$ cat src/rtl/frame_param_pkg.sv
// frame_param_pkg: channel map, default reset values and a width helper for the parameter shadow bank
package frame_param_pkg;
  localparam int CH_X_LEN     = 0;
  localparam int CH_Y_LEN     = 1;
  localparam int CH_BI_A      = 2;
  localparam int CH_OUT_MODEL = 3;
  localparam logic [11:0] DEF_X_LEN     = 12'd1920;
  localparam logic [11:0] DEF_Y_LEN     = 12'd1080;
  localparam logic [11:0] DEF_BI_A      = 12'd128;
  localparam logic [11:0] DEF_OUT_MODEL = 12'd1;
  localparam logic [47:0] DEF_RESET_VAL = {DEF_OUT_MODEL, DEF_BI_A, DEF_Y_LEN, DEF_X_LEN};
  function automatic int clog2(input int n);
    int r;
    r = 1;
    for (int i = 1; i < 31; i++) if ((1 << i) < n) r = i + 1;
    return r;
  endfunction
endpackage

$ cat src/rtl/vs_edge_delay.sv
// vs_edge_delay: vsync edge detect plus a SYNC_DLY-deep delay line
//   clk, rst_n : clock, async active-low reset
//   vsync      : frame sync, synchronous to clk
//   raw_ev     : selected vsync edge seen this cycle (registered at edge k)
//   apply_ev   : same event SYNC_DLY cycles later (acts at edge k+SYNC_DLY)
module vs_edge_delay #(
  parameter int SYNC_DLY = 3,
  parameter bit VS_POL   = 1'b0
) (
  input  logic clk,
  input  logic rst_n,
  input  logic vsync,
  output logic raw_ev,
  output logic apply_ev
);
  logic vs_d;
  logic [SYNC_DLY-1:0] dly;
  assign raw_ev   = VS_POL ? (vsync & ~vs_d) : (~vsync & vs_d);
  assign apply_ev = dly[SYNC_DLY-1];
  always_ff @(posedge clk or negedge rst_n)
    if (!rst_n) begin
      vs_d <= 1'b0;
      dly  <= '0;
    end else begin
      vs_d <= vsync;
      dly  <= SYNC_DLY'({dly, raw_ev});
    end
endmodule

$ cat src/rtl/frame_param_shadow.sv
// frame_param_shadow: staging/shadow parameter bank applied atomically after a delayed vsync edge
//   sys_clk, sys_rst_n      : clock, async active-low reset
//   vsync_i                 : frame sync from the scaler output
//   wr_req_i/wr_ch_i/wr_data_i, wr_ack_o : staging write and its one-cycle ack
//   commit_req_i, commit_pend_o         : mark staging ready / commit not yet applied
//   shadow_data_o, update_pulse_o       : applied set (ch0 in LSBs) / pulse on change
//   frame_cnt_o, timeout_o              : delayed vsync count / last apply forced by watchdog
module frame_param_shadow
  import frame_param_pkg::*;
#(
  parameter int NUM_CH   = 4,
  parameter int DATA_W   = 12,
  parameter int SYNC_DLY = 3,
  parameter bit VS_POL   = 1'b0,
  parameter int TO_W     = 24,
  parameter logic [TO_W-1:0] TIMEOUT = 24'd3_000_000,
  parameter logic [NUM_CH*DATA_W-1:0] RESET_VAL = '0
) (
  input  logic                       sys_clk,
  input  logic                       sys_rst_n,
  input  logic                       vsync_i,
  input  logic                       wr_req_i,
  input  logic [clog2(NUM_CH)-1:0]   wr_ch_i,
  input  logic [DATA_W-1:0]          wr_data_i,
  output logic                       wr_ack_o,
  input  logic                       commit_req_i,
  output logic                       commit_pend_o,
  output logic [NUM_CH*DATA_W-1:0]   shadow_data_o,
  output logic                       update_pulse_o,
  output logic [15:0]                frame_cnt_o,
  output logic                       timeout_o
);
  localparam bit WD_EN = TIMEOUT != '0;
  localparam logic [TO_W-1:0] TO_MAX = TIMEOUT - 1'b1;
  logic [NUM_CH-1:0][DATA_W-1:0] stg, shd;
  logic raw_ev, apply_ev, force_ev, do_apply, wr_ok, pend;
  logic [TO_W-1:0] wd;
  vs_edge_delay #(.SYNC_DLY(SYNC_DLY), .VS_POL(VS_POL)) u_vs (
    .clk      (sys_clk),
    .rst_n    (sys_rst_n),
    .vsync    (vsync_i),
    .raw_ev   (raw_ev),
    .apply_ev (apply_ev)
  );
  assign commit_pend_o = pend;
  assign shadow_data_o = shd;
  always_comb begin
    wr_ok    = wr_req_i && (32'(wr_ch_i) < NUM_CH);
    force_ev = WD_EN && pend && (wd == TO_MAX);
    do_apply = pend && (apply_ev || force_ev);
  end
  // shadow copies the pre-edge staging, so a same-edge write lands only in staging
  always_ff @(posedge sys_clk or negedge sys_rst_n)
    if (!sys_rst_n) begin
      stg            <= RESET_VAL;
      shd            <= RESET_VAL;
      pend           <= 1'b0;
      wr_ack_o       <= 1'b0;
      update_pulse_o <= 1'b0;
      timeout_o      <= 1'b0;
      frame_cnt_o    <= '0;
      wd             <= '0;
    end else begin
      wr_ack_o       <= wr_ok;
      if (wr_ok) stg[wr_ch_i] <= wr_data_i;
      if (do_apply) shd <= stg;
      update_pulse_o <= do_apply;
      pend           <= commit_req_i || (pend && !do_apply);
      frame_cnt_o    <= frame_cnt_o + 16'(apply_ev);
      // a forced apply that coincides with a delayed one is an ordinary apply
      timeout_o      <= (force_ev && !apply_ev) || (timeout_o && !raw_ev);
      wd             <= (!WD_EN || raw_ev || apply_ev || force_ev) ? '0 : wd + TO_W'(wd != TO_MAX);
    end
endmodule

$ cat config.mk
export PLATFORM = sky130hd
export DESIGN_NAME = frame_param_shadow
export DESIGN_NICKNAME = d
export VERILOG_FILES = /design/src/rtl/frame_param_pkg.sv /design/src/rtl/vs_edge_delay.sv /design/src/rtl/frame_param_shadow.sv
export SDC_FILE = /design/constraint.sdc
export NUM_CORES = 1
export LEC_CHECK = 0
export BUFFER_PORTS_ARGS = -buffer_cell sky130_fd_sc_hd__buf_2
export CAP_MARGIN = 25
export CORE_MARGIN = 3
export CORE_UTILIZATION = 52
export DETAILED_ROUTE_END_ITERATION = 8
export PLACE_DENSITY_LB_ADDON = 0.15
export SETUP_SLACK_MARGIN = 0.1
export SYNTH_ARGS = -nofsm -noshare
export SYNTH_HDL_FRONTEND = slang
export SYNTH_SLANG_ARGS = --single-unit
$ cat constraint.sdc
create_clock -name sys_clk -period 2.35 [get_ports sys_clk]
set_input_delay 0.3525 -clock sys_clk [delete_from_list [all_inputs] [get_ports sys_clk]]
set_output_delay 0.3525 -clock sys_clk [all_outputs]
set_load 0.01 [all_outputs]
==> summary.md <==
| Metric | Value |
|---|---|
| Endpoints failing hold | `0` |
| Internal | `5.148 mW` |
| Die Ht | `119.0 microns` |
| Gate Count Post-Synth | `596` |
| RSZ-0062 raised after global routing | `true` |
| Final WS setup | `0.06501 ns` |
| Die width | `119.0 microns` |
| Global route total overflow | `0` |
| Synth warnings | `0` |
| Psw | `2.046 mW` |
| EDFF count, synth | `0` |
| Vias in the first global route | `5,215` |
| Comb pwr share | `0.180` |
| Startpoint Class | `register` |
| Clk_skew | `0.009274 ns` |
| Clock Path Buffers | `2` |
| Cell Count Post-Placement | `831` |
| Final Max Tran Viols | `0` |
| VDD IR max | `507.2 uV` |
| Routability cong. | `0.8868` |
| Yosys reg bits | `144` |
| Fin crit share | `0.9723` |
| PD cells | `888.1 nW/um^2` |
| Setup TNS | `0 ns` |
| Net Count, Synth | `620` |
| Largest net degree at the start of global routing | `65` |
| Clock Latency Late Sink | `0.42 ns` |
| MaxCap Viol Count | `0` |
| Core Util, Final | `0.6606` |
| Pre-CTS WS | `0.02181 ns` |
| Async SR Flop Fraction | `1.000` |
| Seq pwr share | `0.464` |
| Site Rows | `40` |
| Via density per instance | `6.272` |
| Final Net Count | `714` |
| Pleak | `3.411 nW` |
| Cell variety after synth | `43` |
| Cell at the slowest stage of the critical path | `or4_4` |
| Port bufs | `86` |
| CTS tree | `yes` |
| First-pass GRT wire length | `27,430 microns` |
| CP Cell Sequence | `or4b_4 -> nor4_2 -> nand4_1 -> ha_4 -> nand4_1 -> or4_4 -> or4_4 -> a21oi_2` |
| # clock sinks | `144` |
| Area delta synth->final | `22.08%` |
| DRT Wirelength | `17,120 microns` |
| CORE AREA | `12,260 sq um` |
| Clk slew on worst S/H paths | `0.05 ns` |
| Commonest non-fill, non-tap cells in the layout | `dfrtp_1 (142), buf_2 (85), nand4_1 (62)` |
| Fill cells | `936` |
| Layout cells sized above 1 | `0.3262` |
| H-tree Lvls | `4` |
| CTS buffer count | `17` |
| HP Class | `input pin to register` |
| IO Pins | `87` |
| Antenna fix cells | `0` |
| Main synth FF type | `dfrtp_1` |
| Endpoint class of the critical path | `register` |
| Slew @ Worst Pin | `0.6661 ns` |
| Post-DR wirelength/cell | `19.68 microns` |
| Starting density of the core | `0.5411` |
| Initial antenna violation count | `0` |
| First-pass DRT Iterations | `5` |
| Final setup viols | `0` |
| Number of DRC markers in iteration 0 | `532` |
| CP max FO | `6` |
| Fin crit period | `2.285 ns` |
| Via count | `5,457` |
| Worst hold slack | `0.05954 ns` |
| Largest stage delay on the critical path | `0.58 ns` |
| Die Area | `14,150 sq um` |
| Outcome | `finished, final reports clean` |
| Cell area after synthesis | `6635 sq um` |
| Clk pwr share | `0.356` |
| Relative slew slack | `0.5546` |
| FMAX | `437.6 MHz` |
| Crit Path Class | `register to register` |
| Post-DP HPWL | `10,270 microns` |
| Synthesized area per cell | `11.13 sq um` |
| # DRC | `0` |
| Sw frac | `0.2844` |
| Post-synthesis sequential area ratio | `0.5431` |
| Final Non-Filler Cells | `870` |
| Global Route Usage Sum | `0.2434` |
| Crit path arrival time | `2.63 ns` |
| Most common cell after layout, fill and taps aside | `dfrtp_1` |
| Antenna-violating nets left | `0` |
| CP Data Required Time | `2.69 ns` |
| Root buf cell | `clkbuf_16` |
## area by class of cell
type	instances	area [sq um]	share of cell area
clock inverters	5	52.55	0.006487
inverters	8	30.03	0.003707
multi-input cells	395	2905	0.3587
flip-flops and latches	144	3606	0.4452
repair buffers	124	787.0	0.09716
clock buffers	26	509.2	0.06287
well taps	168	210.2	0.02595
## cell usage after synthesis (4+ instances only)
cell	count	area, sq um
dfrtp_1	144	3603
nand4_1	62	387.9
nand2_1	61	229.0
a22oi_1	48	360.4
mux2_2	48	540.5
o211ai_1	48	360.4
clkbuf_1	36	135.1
nor2_1	18	67.56
xnor2_1	18	157.7
nand3_1	12	60.06
a21oi_1	11	55.05
xor2_1	8	70.07
buf_2	7	35.03
inv_1	6	22.52
o21ai_0	6	30.03
or4_1	6	45.04
and4_1	5	43.79
ha_1	5	62.56
nor4_1	4	25.02
o31ai_1	4	30.03
or3_1	4	25.02
## what timing repair did
action	4_1_cts	5_1_grt
hold buffers	1	0
resized for setup	3	15
buffers inserted	0	7
endpoints found under the setup margin	14	17
gates cloned	0	0
pin swaps	5	14
endpoints found under the hold margin	61	0
## per-stage QoR
| step | instance area [sq um] | power, mW |
|---|---|---|
| 6_report | 8100 | 7.194 |
| 3_5_place_dp | 7390 | 4.644 |
| 3_3_place_gp | 7390 | 4.577 |
| 2_1_floorplan | 6661 | 4.049 |
| 4_1_cts | 7979 | 7.225 |
| 5_1_grt | 8100 | 7.539 |
## power by group through the flow
| stage | Sequential [mW] | Combinational, mW | Clock (mW) |
|---|---|---|---|
| final | 3.33 | 1.30 | 2.56 |
| after global routing | 3.40 | 1.43 | 2.71 |
| after CTS | 3.32 | 1.30 | 2.60 |
| after detailed placement | 3.36 | 1.28 | 0 |
| after global placement | 3.33 | 1.24 | 0 |
| after floorplan | 3.43 | 0.615 | 0 |
## sequential cells by signal, summed over array words and instances, names as in the netlist
register and flops:
shadow_data_o 48, stg 48, wd 24, frame_cnt_o 16, u_vs.dly 3, commit_pend_o 1, timeout_o 1, u_vs.vs_d 1
update_pulse_o 1, wr_ack_o 1
## per-layer routing
layer	track usage	routed length, microns	vias to the layer above
li1	-	-	2442
met1	0.3482	7563	2761
met2	0.3755	8190	225
met3	0.04131	1031	29
met4	0.08979	332	0
met5	0	0	-
## cell families after synthesis
logic type                 share of synthesized area
and+or+nand+nor                               0.1629
DFF                                           0.5431
AOI/OAI and AO/OA                             0.1305
buffers and inverters                        0.03828
muxes                                        0.08146
xor gates and xnor gates                     0.03432
adders and majority gates                   0.009429
## worst max-delay path, delay by kind of cell (launching register included)
kind | cells | cell delay [ns]
adders and majority gates | 1 | 0.20
and+or+nand+nor | 6 | 1.51
DFF | 1 | 0.38
AOI/OAI and AO/OA | 1 | 0.12
## final timing paths
kind	startpoint	end	slack, ns	depth (start not counted)
worst min-delay path	vsync_i	u_vs.vs_d	0.06	1
min in group asynchronous	sys_rst_n	frame_cnt_o[6]	0.51	2
max in group asynchronous	sys_rst_n	wd[12]	1.12	3
worst max register to register	wd[14]	wd[23]	0.07	8
worst min register to register	u_vs.dly[0]	u_vs.dly[1]	0.35	0
worst max-delay path	wd[14]	wd[23]	0.07	8
Power figures use the tool's default switching activity.
